[src/rtl/MSX.sv]
// Shared MSX core types used by the SDRAM byte-port arbiter and the slot logic.
//   lookup_RAM_t : one RAM block descriptor (SDRAM base, size in 16 KB pages, read-only)
//   arb_state_t  : arbiter FSM states
//   ram_req_t    : one captured byte request
//   REQ_*        : requester indices into req/ack/err
package MSX;

  typedef struct packed {
    logic [26:0] addr;
    logic [7:0]  size;
    logic        ro;
  } lookup_RAM_t;

  typedef enum logic [1:0] {
    ARB_IDLE,
    ARB_CHECK,
    ARB_ISSUE,
    ARB_DONE
  } arb_state_t;

  localparam int unsigned REQ_LOADER = 0;
  localparam int unsigned REQ_CPU    = 1;
  localparam int unsigned REQ_DEV    = 2;

  typedef struct packed {
    logic        we;
    logic [3:0]  ref_ram;
    logic [26:0] offset;
    logic [7:0]  wdata;
  } ram_req_t;

endpackage

[src/rtl/ram_lookup_check.sv]
// Translates a block-relative byte offset to an SDRAM address and flags access faults.
//   entry  : block descriptor selected by the request's ref_ram
//   offset : byte offset inside the block
//   we     : request is a write
//   addr   : entry.addr + offset, wrapped to 27 bits
//   fault  : offset past the block end (size in 16 KB pages) or a write to a read-only block
module ram_lookup_check
  import MSX::*;
(
  input  lookup_RAM_t entry,
  input  logic [26:0] offset,
  input  logic        we,
  output logic [26:0] addr,
  output logic        fault
);

  assign addr  = entry.addr + offset;
  // size == 0 makes every page index out of range
  assign fault = (offset[26:14] >= {5'd0, entry.size}) || (we && entry.ro);

endmodule

[src/rtl/msx_ram_arbiter.sv]
// Arbitrates the single SDRAM byte port between the loader, CPU and device paths.
//   clk, reset_n         : core clock, synchronous active-low reset
//   lookup_RAM           : block table indexed by ref_ram
//   req/we/ref_ram/offset/wdata : per-requester request and operands (0 loader, 1 CPU, 2 device)
//   ack/err/rdata        : one-cycle completion pulse, error flag, last read byte
//   mem_*                : SDRAM request/response port
module msx_ram_arbiter
  import MSX::*;
#(
  parameter int unsigned TIMEOUT = 255
) (
  input  logic             clk,
  input  logic             reset_n,
  input  lookup_RAM_t      lookup_RAM [16],
  input  logic [2:0]       req,
  input  logic [2:0]       we,
  input  logic [2:0][3:0]  ref_ram,
  input  logic [2:0][26:0] offset,
  input  logic [2:0][7:0]  wdata,
  output logic [2:0]       ack,
  output logic [2:0]       err,
  output logic [7:0]       rdata,
  output logic [26:0]      mem_addr,
  output logic [7:0]       mem_din,
  output logic             mem_we,
  output logic             mem_req,
  input  logic             mem_ack,
  input  logic [7:0]       mem_dout
);

  localparam int unsigned CntW = ($clog2(TIMEOUT + 1) > 8) ? $clog2(TIMEOUT + 1) : 8;

  arb_state_t      state_d, state_q;
  ram_req_t        cap_d, cap_q;
  logic [1:0]      win_d, win_q;
  logic            err_d, err_q;
  logic            rr_d, rr_q;      // 0: CPU wins a CPU/device tie, 1: device wins
  logic [CntW-1:0] cnt_d, cnt_q;
  logic [7:0]      rdata_d, rdata_q;
  logic [26:0]     addr_d, addr_q;
  logic [7:0]      din_d, din_q;
  logic            we_d, we_q;
  logic [1:0]      pick;
  logic [26:0]     chk_addr;
  logic            chk_fault;

  ram_lookup_check u_check (
    .entry  (lookup_RAM[cap_q.ref_ram]),
    .offset (cap_q.offset),
    .we     (cap_q.we),
    .addr   (chk_addr),
    .fault  (chk_fault)
  );

  always_comb begin
    state_d = state_q;
    cap_d   = cap_q;
    win_d   = win_q;
    err_d   = err_q;
    rr_d    = rr_q;
    cnt_d   = cnt_q;
    rdata_d = rdata_q;
    addr_d  = addr_q;
    din_d   = din_q;
    we_d    = we_q;
    ack     = '0;
    err     = '0;

    // Loader first, then CPU/device by the round-robin pointer
    if (req[REQ_LOADER]) begin
      pick = 2'(REQ_LOADER);
    end else if (req[REQ_CPU] && (!req[REQ_DEV] || !rr_q)) begin
      pick = 2'(REQ_CPU);
    end else begin
      pick = 2'(REQ_DEV);
    end

    case (state_q)
      ARB_IDLE: begin
        if (|req) begin
          win_d         = pick;
          cap_d.we      = we[pick];
          cap_d.ref_ram = ref_ram[pick];
          cap_d.offset  = offset[pick];
          cap_d.wdata   = wdata[pick];
          err_d         = 1'b0;
          if (pick != 2'(REQ_LOADER)) begin
            rr_d = ~rr_q;
          end
          state_d = ARB_CHECK;
        end
      end
      ARB_CHECK: begin
        if (chk_fault) begin
          err_d   = 1'b1;
          state_d = ARB_DONE;
        end else begin
          addr_d  = chk_addr;
          din_d   = cap_q.wdata;
          we_d    = cap_q.we;
          cnt_d   = '0;
          state_d = ARB_ISSUE;
        end
      end
      ARB_ISSUE: begin
        if (mem_ack) begin
          if (!cap_q.we) begin
            rdata_d = mem_dout;
          end
          state_d = ARB_DONE;
        end else if (cnt_q == CntW'(TIMEOUT)) begin
          err_d   = 1'b1;
          state_d = ARB_DONE;
        end else begin
          cnt_d = cnt_q + CntW'(1);
        end
      end
      ARB_DONE: begin
        ack[win_q] = 1'b1;
        err[win_q] = err_q;
        state_d    = ARB_IDLE;
      end
      default: state_d = ARB_IDLE;
    endcase
  end

  always_ff @(posedge clk) begin
    if (!reset_n) begin
      state_q <= ARB_IDLE;
      cap_q   <= '0;
      win_q   <= '0;
      err_q   <= 1'b0;
      rr_q    <= 1'b0;
      cnt_q   <= '0;
      rdata_q <= '0;
      addr_q  <= '0;
      din_q   <= '0;
      we_q    <= 1'b0;
    end else begin
      state_q <= state_d;
      cap_q   <= cap_d;
      win_q   <= win_d;
      err_q   <= err_d;
      rr_q    <= rr_d;
      cnt_q   <= cnt_d;
      rdata_q <= rdata_d;
      addr_q  <= addr_d;
      din_q   <= din_d;
      we_q    <= we_d;
    end
  end

  assign mem_req  = (state_q == ARB_ISSUE);
  assign mem_addr = addr_q;
  assign mem_din  = din_q;
  assign mem_we   = we_q;
  assign rdata    = rdata_q;

endmodule

[config.mk]
export PLATFORM = sky130hd
export DESIGN_NAME = msx_ram_arbiter
export DESIGN_NICKNAME = d
export VERILOG_FILES = /design/src/rtl/MSX.sv /design/src/rtl/ram_lookup_check.sv /design/src/rtl/msx_ram_arbiter.sv
export SDC_FILE = /design/constraint.sdc
export NUM_CORES = 1
export LEC_CHECK = 0
export CAP_MARGIN = 25
export CORE_AREA = 2 2 296 298
export CTS_CLUSTER_DIAMETER = 120
export CTS_CLUSTER_SIZE = 30
export DETAILED_ROUTE_END_ITERATION = 7
export DIE_AREA = 0 0 298 300
export PLACE_DENSITY = 0.39
export SLEW_MARGIN = 25
export SYNTH_ARGS = -nofsm -noshare
export SYNTH_HDL_FRONTEND = slang
export SYNTH_SLANG_ARGS = --single-unit
[constraint.sdc]
create_clock -name clk -period 4.8 [get_ports clk]
set_input_delay 0.96 -clock clk [delete_from_list [all_inputs] [get_ports clk]]
set_output_delay 0.96 -clock clk [all_outputs]
set_load 0.01 [all_outputs]
# Word-level counts from Yosys, hierarchy flattened
# Index checks and enable logic that the tools add are counted.
totals:
  input_bits: 710
  reg_bits: 98
  word_cells: 86
  out_inout_bits: 51
classes:
  addsub: 2
  bitwise: 5
  n_reduce_logical: 19
  eq_ne: 11
  n_lt_le_gt_ge: 5
  n_mux: 31
op_table:
  columns: ["operator", "n"]
  rows:
  - ["36-bit binary-select mux with 4-bit select", 1]
  - ["36-bit two-way mux", 2]
  - ["27-bit binary-select mux with 2-bit select", 1]
  - ["8-bit two-way mux", 4]
  - ["27-bit adder", 1]
  - ["27-bit two-way mux", 1]
  - ["8-bit binary-select mux with 2-bit select", 1]
  - ["8-bit case mux with 2 select lines", 1]
  - ["13-bit by 8-bit >= comparator with 1-bit output", 1]
  - ["2-bit two-way mux", 5]
  - ["2-bit inequality test (second input constant)", 5]
  - ["8-bit by 1-bit adder with 8-bit output (second input constant)", 1]
  - ["4-bit binary-select mux with 2-bit select", 1]
  - ["8-bit equality test (second input constant)", 1]
  - ["2-bit case mux with 4 select lines", 1]
  - ["1-bit two-way mux", 7]
  - ["2-bit by 3-bit less-than comparator with 1-bit output (second input constant)", 2]
  - ["3-bit two-way mux", 2]
  - ["2-bit AND reduction", 3]
  - ["3-bit AND reduction", 2]
  - ["5-bit >= comparator (second input constant)", 1]
  - ["4-bit inverter with 5-bit output", 1]
  - ["5-bit AND reduction", 1]
  - ["2-bit equality test (second input constant)", 2]
  - ["other kinds (18)", 25]

# Depth between registers and ports, before layout
depth:
  ltp_word: 8
  ltp_mapped: 17
  ltp_nobuf: 12

# Modules after synthesis
# Synthesis repeated with hierarchy kept, for this count alone.
unflattened:
  hier_cells: 1047
  hier_area_um2: 10243.6
by_module_without_submodules:
  columns: ["mod", "instances", "seq_area_each_um2", "area_each_um2", "cells_per_inst"]
  rows:
  - ["msx_ram_arbiter", 1, 1961.9, 8480.6, 813]
  - ["ram_lookup_check", 1, 0.0, 1762.9, 234]

# Worst setup path before layout
# No wires, ideal clock.
synth_timing:
  path_kind: "reg-to-reg"
  from: "register cap_q[35] (netlist name)"
  to: "register addr_q[26], in the netlist mem_addr[26]"
  path_slack_ns: 0.363
  arrival_ns: 4.359
  path_stages_with_launch: 16
  period_less_slack_ns: 4.437
  setup_time_ns: 0.078
  required_ns: 4.722
  path_buffers: 3
  cell_sequence: "dfxtp_1 buf_2 clkbuf_1 buf_2 mux4_2 mux4_2 ha_1 fa_1 a21oi_1 o22ai_1 o21a_1 a21oi_1 o41ai_2 a211oi_1 mux2_2 nor3_1"
synth_between:
  elab_chain_len: 8
  elab_cells_between_ends: 10
  classes_between: "add/sub: 1; order compare: 1; mux: 3; bitwise: 2; reduce/logical: 3"
synth_rtl:
  columns: ["item", "line", "rtl"]
  rows:
  - ["from (decl)", "msx_ram_arbiter.sv:34", "ram_req_t cap_d, cap_q;"]
  - ["from (signal assigned)", "msx_ram_arbiter.sv:141", "cap_q <= cap_d;"]
  - ["4-bit inverter with 5-bit output (not written as such) *", "msx_ram_arbiter.sv:48", ".entry (lookup_RAM[cap_q.ref_ram]),"]
  - ["36-bit binary-select mux with 4-bit select *", "msx_ram_arbiter.sv:48", null]
  - ["36-bit two-way mux (not written as such) * (2 in series)", "msx_ram_arbiter.sv:48", null]
  - ["13-bit by 8-bit >= comparator with 1-bit output / 1-bit logical AND (equally long branches)", "ram_lookup_check.sv:19", "assign fault = (offset[26:14] >= {5'd0, entry.size}) || (we && entry.ro);"]
  - ["1-bit logical OR", "ram_lookup_check.sv:19", null]
  - ["1-bit inverter (no line)", null, null]
  - ["2-bit AND reduction (no line)", null, null]
  - ["to (signal assigned)", "msx_ram_arbiter.sv:147", "addr_q <= addr_d;"]
  - ["to (decl)", "msx_ram_arbiter.sv:40", "logic [26:0] addr_d, addr_q;"]
# Every way passes the cells marked *; elsewhere a longest branch is shown, timed or not. The select of a mux whose other input is x is not followed.
# A chain may end at the register's enable or synchronous reset.

# Worst setup path after layout
layout_timing:
  from: "input lookup_RAM[9] (netlist name)"
  to: "register addr_q[26], in the netlist mem_addr[26]"
layout_between:
  elab_chain_len: 4
layout_rtl:
  columns: ["item", "line", "rtl"]
  rows:
  - ["from (decl)", "msx_ram_arbiter.sv:14", "input lookup_RAM_t lookup_RAM [16],"]
  - ["36-bit binary-select mux with 4-bit select", "msx_ram_arbiter.sv:48", null]
  - ["36-bit two-way mux (not written as such) (2 in series)", "msx_ram_arbiter.sv:48", null]
  - ["27-bit adder", "ram_lookup_check.sv:17", "assign addr = entry.addr + offset;"]
# Every way passes these cells. The select of a mux whose other input is x is not followed.

==> metrics.md <==
| Metric | Value |
|---|---|
| Drt first pass iters | 5 |
| Remaining Overflow, GRT | 0 |
| Max-slew violations | 0 |
| Crit start category | primary input |
| Max cap viols | 0 |
| Max Clk Rate | 0.220 GHz |
| Port Buffers | 760 |
| CTS buffer count | 9 |
| Hold Worst Slack | 0.466 ns |
| Most common cell after layout, fill and taps aside | clkdlybuf4s50_1 |
| Final min period | 4.55 ns |
| Sw frac | 45.5% |
| Synthesized instance count | 928 |
| CTS Buffer Depth | 2 |
| DP Wirelength | 67.7 mm |
| Hold path depth | 2 |
| Post-cts resize count | 0 |
| Post-synth design cell area | 0.00994 sq mm |
| First-pass GRT wire length | 101 mm |
| Post-Route WL | 75.3 mm |
| Hold/Removal Path Class | reg -> reg |
| Final Setup Violations | 0 |
| DRC viols | 0 |
| Final hold violation count | 0 |
| Maximum number of pins on one net before global-route repair | 52 |
| Initial antenna violation count | 36 |
| CTS tree | yes |
| Top post-synthesis cells by area | mux4_2 40%, dfxtp_1 20%, ha_1 5.0%, mux2i_1 3.8%, nand2_1 3.5% |
| Worst-path clk slew | 0.08 ns |
| Chip Width | slightly below 300 um |
| CTS sink count | between 90 and 100 |
| Yosys warns | 0 |
| Cell variety after synth | 62 |
| Required @ worst endpoint | 5.10 ns |
| Clk Latency, worst-skew pair | 0.38 ns |
| Initial DRC Count | 584 |
| Status | complete, no violations |
| Vias in the first global route | around 12k |
| Row count | 108 |
| Power Density | between 400 and 500 mW/mm^2 |
| Share of layout cells above drive strength 1 | ~16% |
| Post-route ant nets | 0 |
| Drt wl/cell | ~26 um |
| Synth area leader | mux4_2 |
| Register bit total from synthesis | 98 |
| Critical path type | in -> reg |
| RSZ-0062 raised after global routing | no |
| Leak | 0.00688 uW |
| Sequential area share after synthesis | 19.7% |
| CP peak stage delay | 0.49 ns |
| Synth top area share | between 30% and 40% |
| Relative slew slack | 40.3% |
| Hold Buf Count CTS | 0 |
| Asr flop ratio synth | 0% |
| Initial core utilization | 11.5% |
| Critical path's slowest cell | mux4_2 |
| Fillers | 9,341 |
| GRT Resource Usage Total | between 10% and 20% |
| Via density | 4.09 |
| Die area | 0.0894 sq mm |
| Htree depth | 3 |
| Max IR drop VDD | 0.163 mV |
| Transition time at the pin with the least slew margin | 0.894 ns |
| Final Cycle Share | between 90% and 100% |
| Clock share of power | 8.6% |
| DR vias | 11.7k |
| Fin Clk Skew | 0.0216 ns |
| Avg Inst Size Synth | 10.7 sq um |
| Comb power frac | 75.2% |
| Internal power | 4790 uW |
| Root Driver | clkbuf_16 |
| Worst R2R Path Depth | 14 |
| Post-layout util | between 20 and 25% |
| CP cell instances | clkdlybuf4s50_1 > mux4_2 > mux4_2 > ha_1 > fa_1 > a21oi_1 > o22ai_1 > o21a_1 > a21oi_1 > o41ai_2 > a211oi_1 > mux2_2 > nor3_1 |
| Core area | 0.0862 sq mm |
| Arrival time worst endpoint | approximately 4.9 ns |
| P_sw | about 4000 uW |
| Syn_nets | 1,679 |
| EDFF count, synth | 0 |
| Crit-path max FO | 4 |
| Worst Setup End Kind | register |
| Register share of total power | 16.2% |
| Setup TNS | 0 ns |
| Layout overhead on the synthesized area | 96.6% |
| GPL Wtd Cong | approximately 0.94 |
| Top FF cell, synth | dfxtp_1 |
| Post CTS Setup Buffer Count | 0 |
| Commonest non-fill, non-tap cells in the layout | 759 x clkdlybuf4s50_1, 175 x mux4_2, 94 x nand2_1, 94 x dfxtp_1, 72 x nor2_1 |
| Fin nets | roughly 2.4k |
| I/O pin cnt | roughly 760 |
| Overall die height | about 300 um |
==> critical path: cells and delay by family <==
family | cells | cell delay, ns
multiplexers | 3 | 1.35
AND/OR/NAND/NOR | 1 | 0.12
buffers and inverters | 1 | 0.46
AO/OA/AOI/OAI | 6 | 1.29
adder cells (fa/ha/maj) | 2 | 0.67
==> power by group through the flow <==
stage	logic [uW]	registers [uW]	clock network, uW
5_1_grt	7190	1480	817
6_report	6600	1420	757
4_1_cts	6760	1460	799
3_5_place_dp	6740	1480	0
2_1_floorplan	4050	1200	0
3_3_place_gp	6710	1480	0
==> final cells by class <==
type	instances	area [sq um]	share of cell area (%)
Timing Repair Buffer	824	8160	41.7
Tap cell	1155	1450	7.39
Clock inverter	6	56.3	0.288
Sequential cell	98	1970	10.1
Clock buffer	10	239	1.22
Multi-Input combinational cell	730	7590	38.8
Antenna cell	6	15.0	0.0768
Inverter	19	71.3	0.365
==> cell usage after synthesis (11+ instances only) <==
cell type / number
a21oi_1: 53
a221o_1: 11
a31oi_1: 29
buf_2: 20
clkbuf_1: 52
dfxtp_1: 98
ha_1: 40
inv_1: 19
mux2i_1: 38
mux4_2: 175
nand2_1: 94
nand3_1: 15
nor2_1: 72
o21ai_0: 28
o221ai_1: 23
o22ai_1: 13
xnor2_1: 12
==> sequential cells by signal (all words and copies together) (netlist names) <==
name      flops
win_q         2
err_q         1
rdata         8
cap_q        40
cnt_q         8
mem_addr     27
rr_q          1
mem_din       8
mem_we        1
state_q       2
==> stage by stage <==
stage | instances | total power, uW | area, sq um | worst slack [ns]
after global placement | 2826 | 8190 | 19200 | -0.246
after global routing | 2845 | 9490 | 19500 | 0.0112
after floorplan | 928 | 5250 | 9940 | 0.363
after CTS | 2842 | 9030 | 19500 | 0.178
after detailed placement | 2826 | 8230 | 19200 | -0.147
final | 2848 | 8780 | 19500 | 0.251
==> routing by layer <==
layer	wire [um]	vias to the layer above	track usage [%]
met2	37800	503	28.6
met3	5190	72	4.40
met4	953	24	2.69
li1	-	5271	-
met1	31200	5782	19.7
met5	143	-	0
==> path summary, 6_finish.rpt <==
path | from | end | slack, ns
min | mem_addr[24] | mem_addr[24] | 0.47
min reg2reg | mem_addr[24] | mem_addr[24] | 0.47
max reg2reg | cap_q[35] | mem_addr[25] | 0.33
max | lookup_RAM[9] | mem_addr[26] | 0.25
==> cells by family (layout without fill, tap and decap cells) <==
| logic type | after synthesis | after routing | synth area share, % |
|---|---|---|---|
| mux | 216 | 216 | 44.0 |
| fa+ha+maj | 41 | 41 | 5.23 |
| compound gates | 216 | 216 | 14.6 |
| buf+inv | 100 | 859 | 4.03 |
| simple gates | 236 | 236 | 10.6 |
| flops | 98 | 98 | 19.7 |
| xor+xnor | 21 | 21 | 1.85 |
| other cells | 0 | 6 | 0 |
Power figures use the tool's default switching activity.
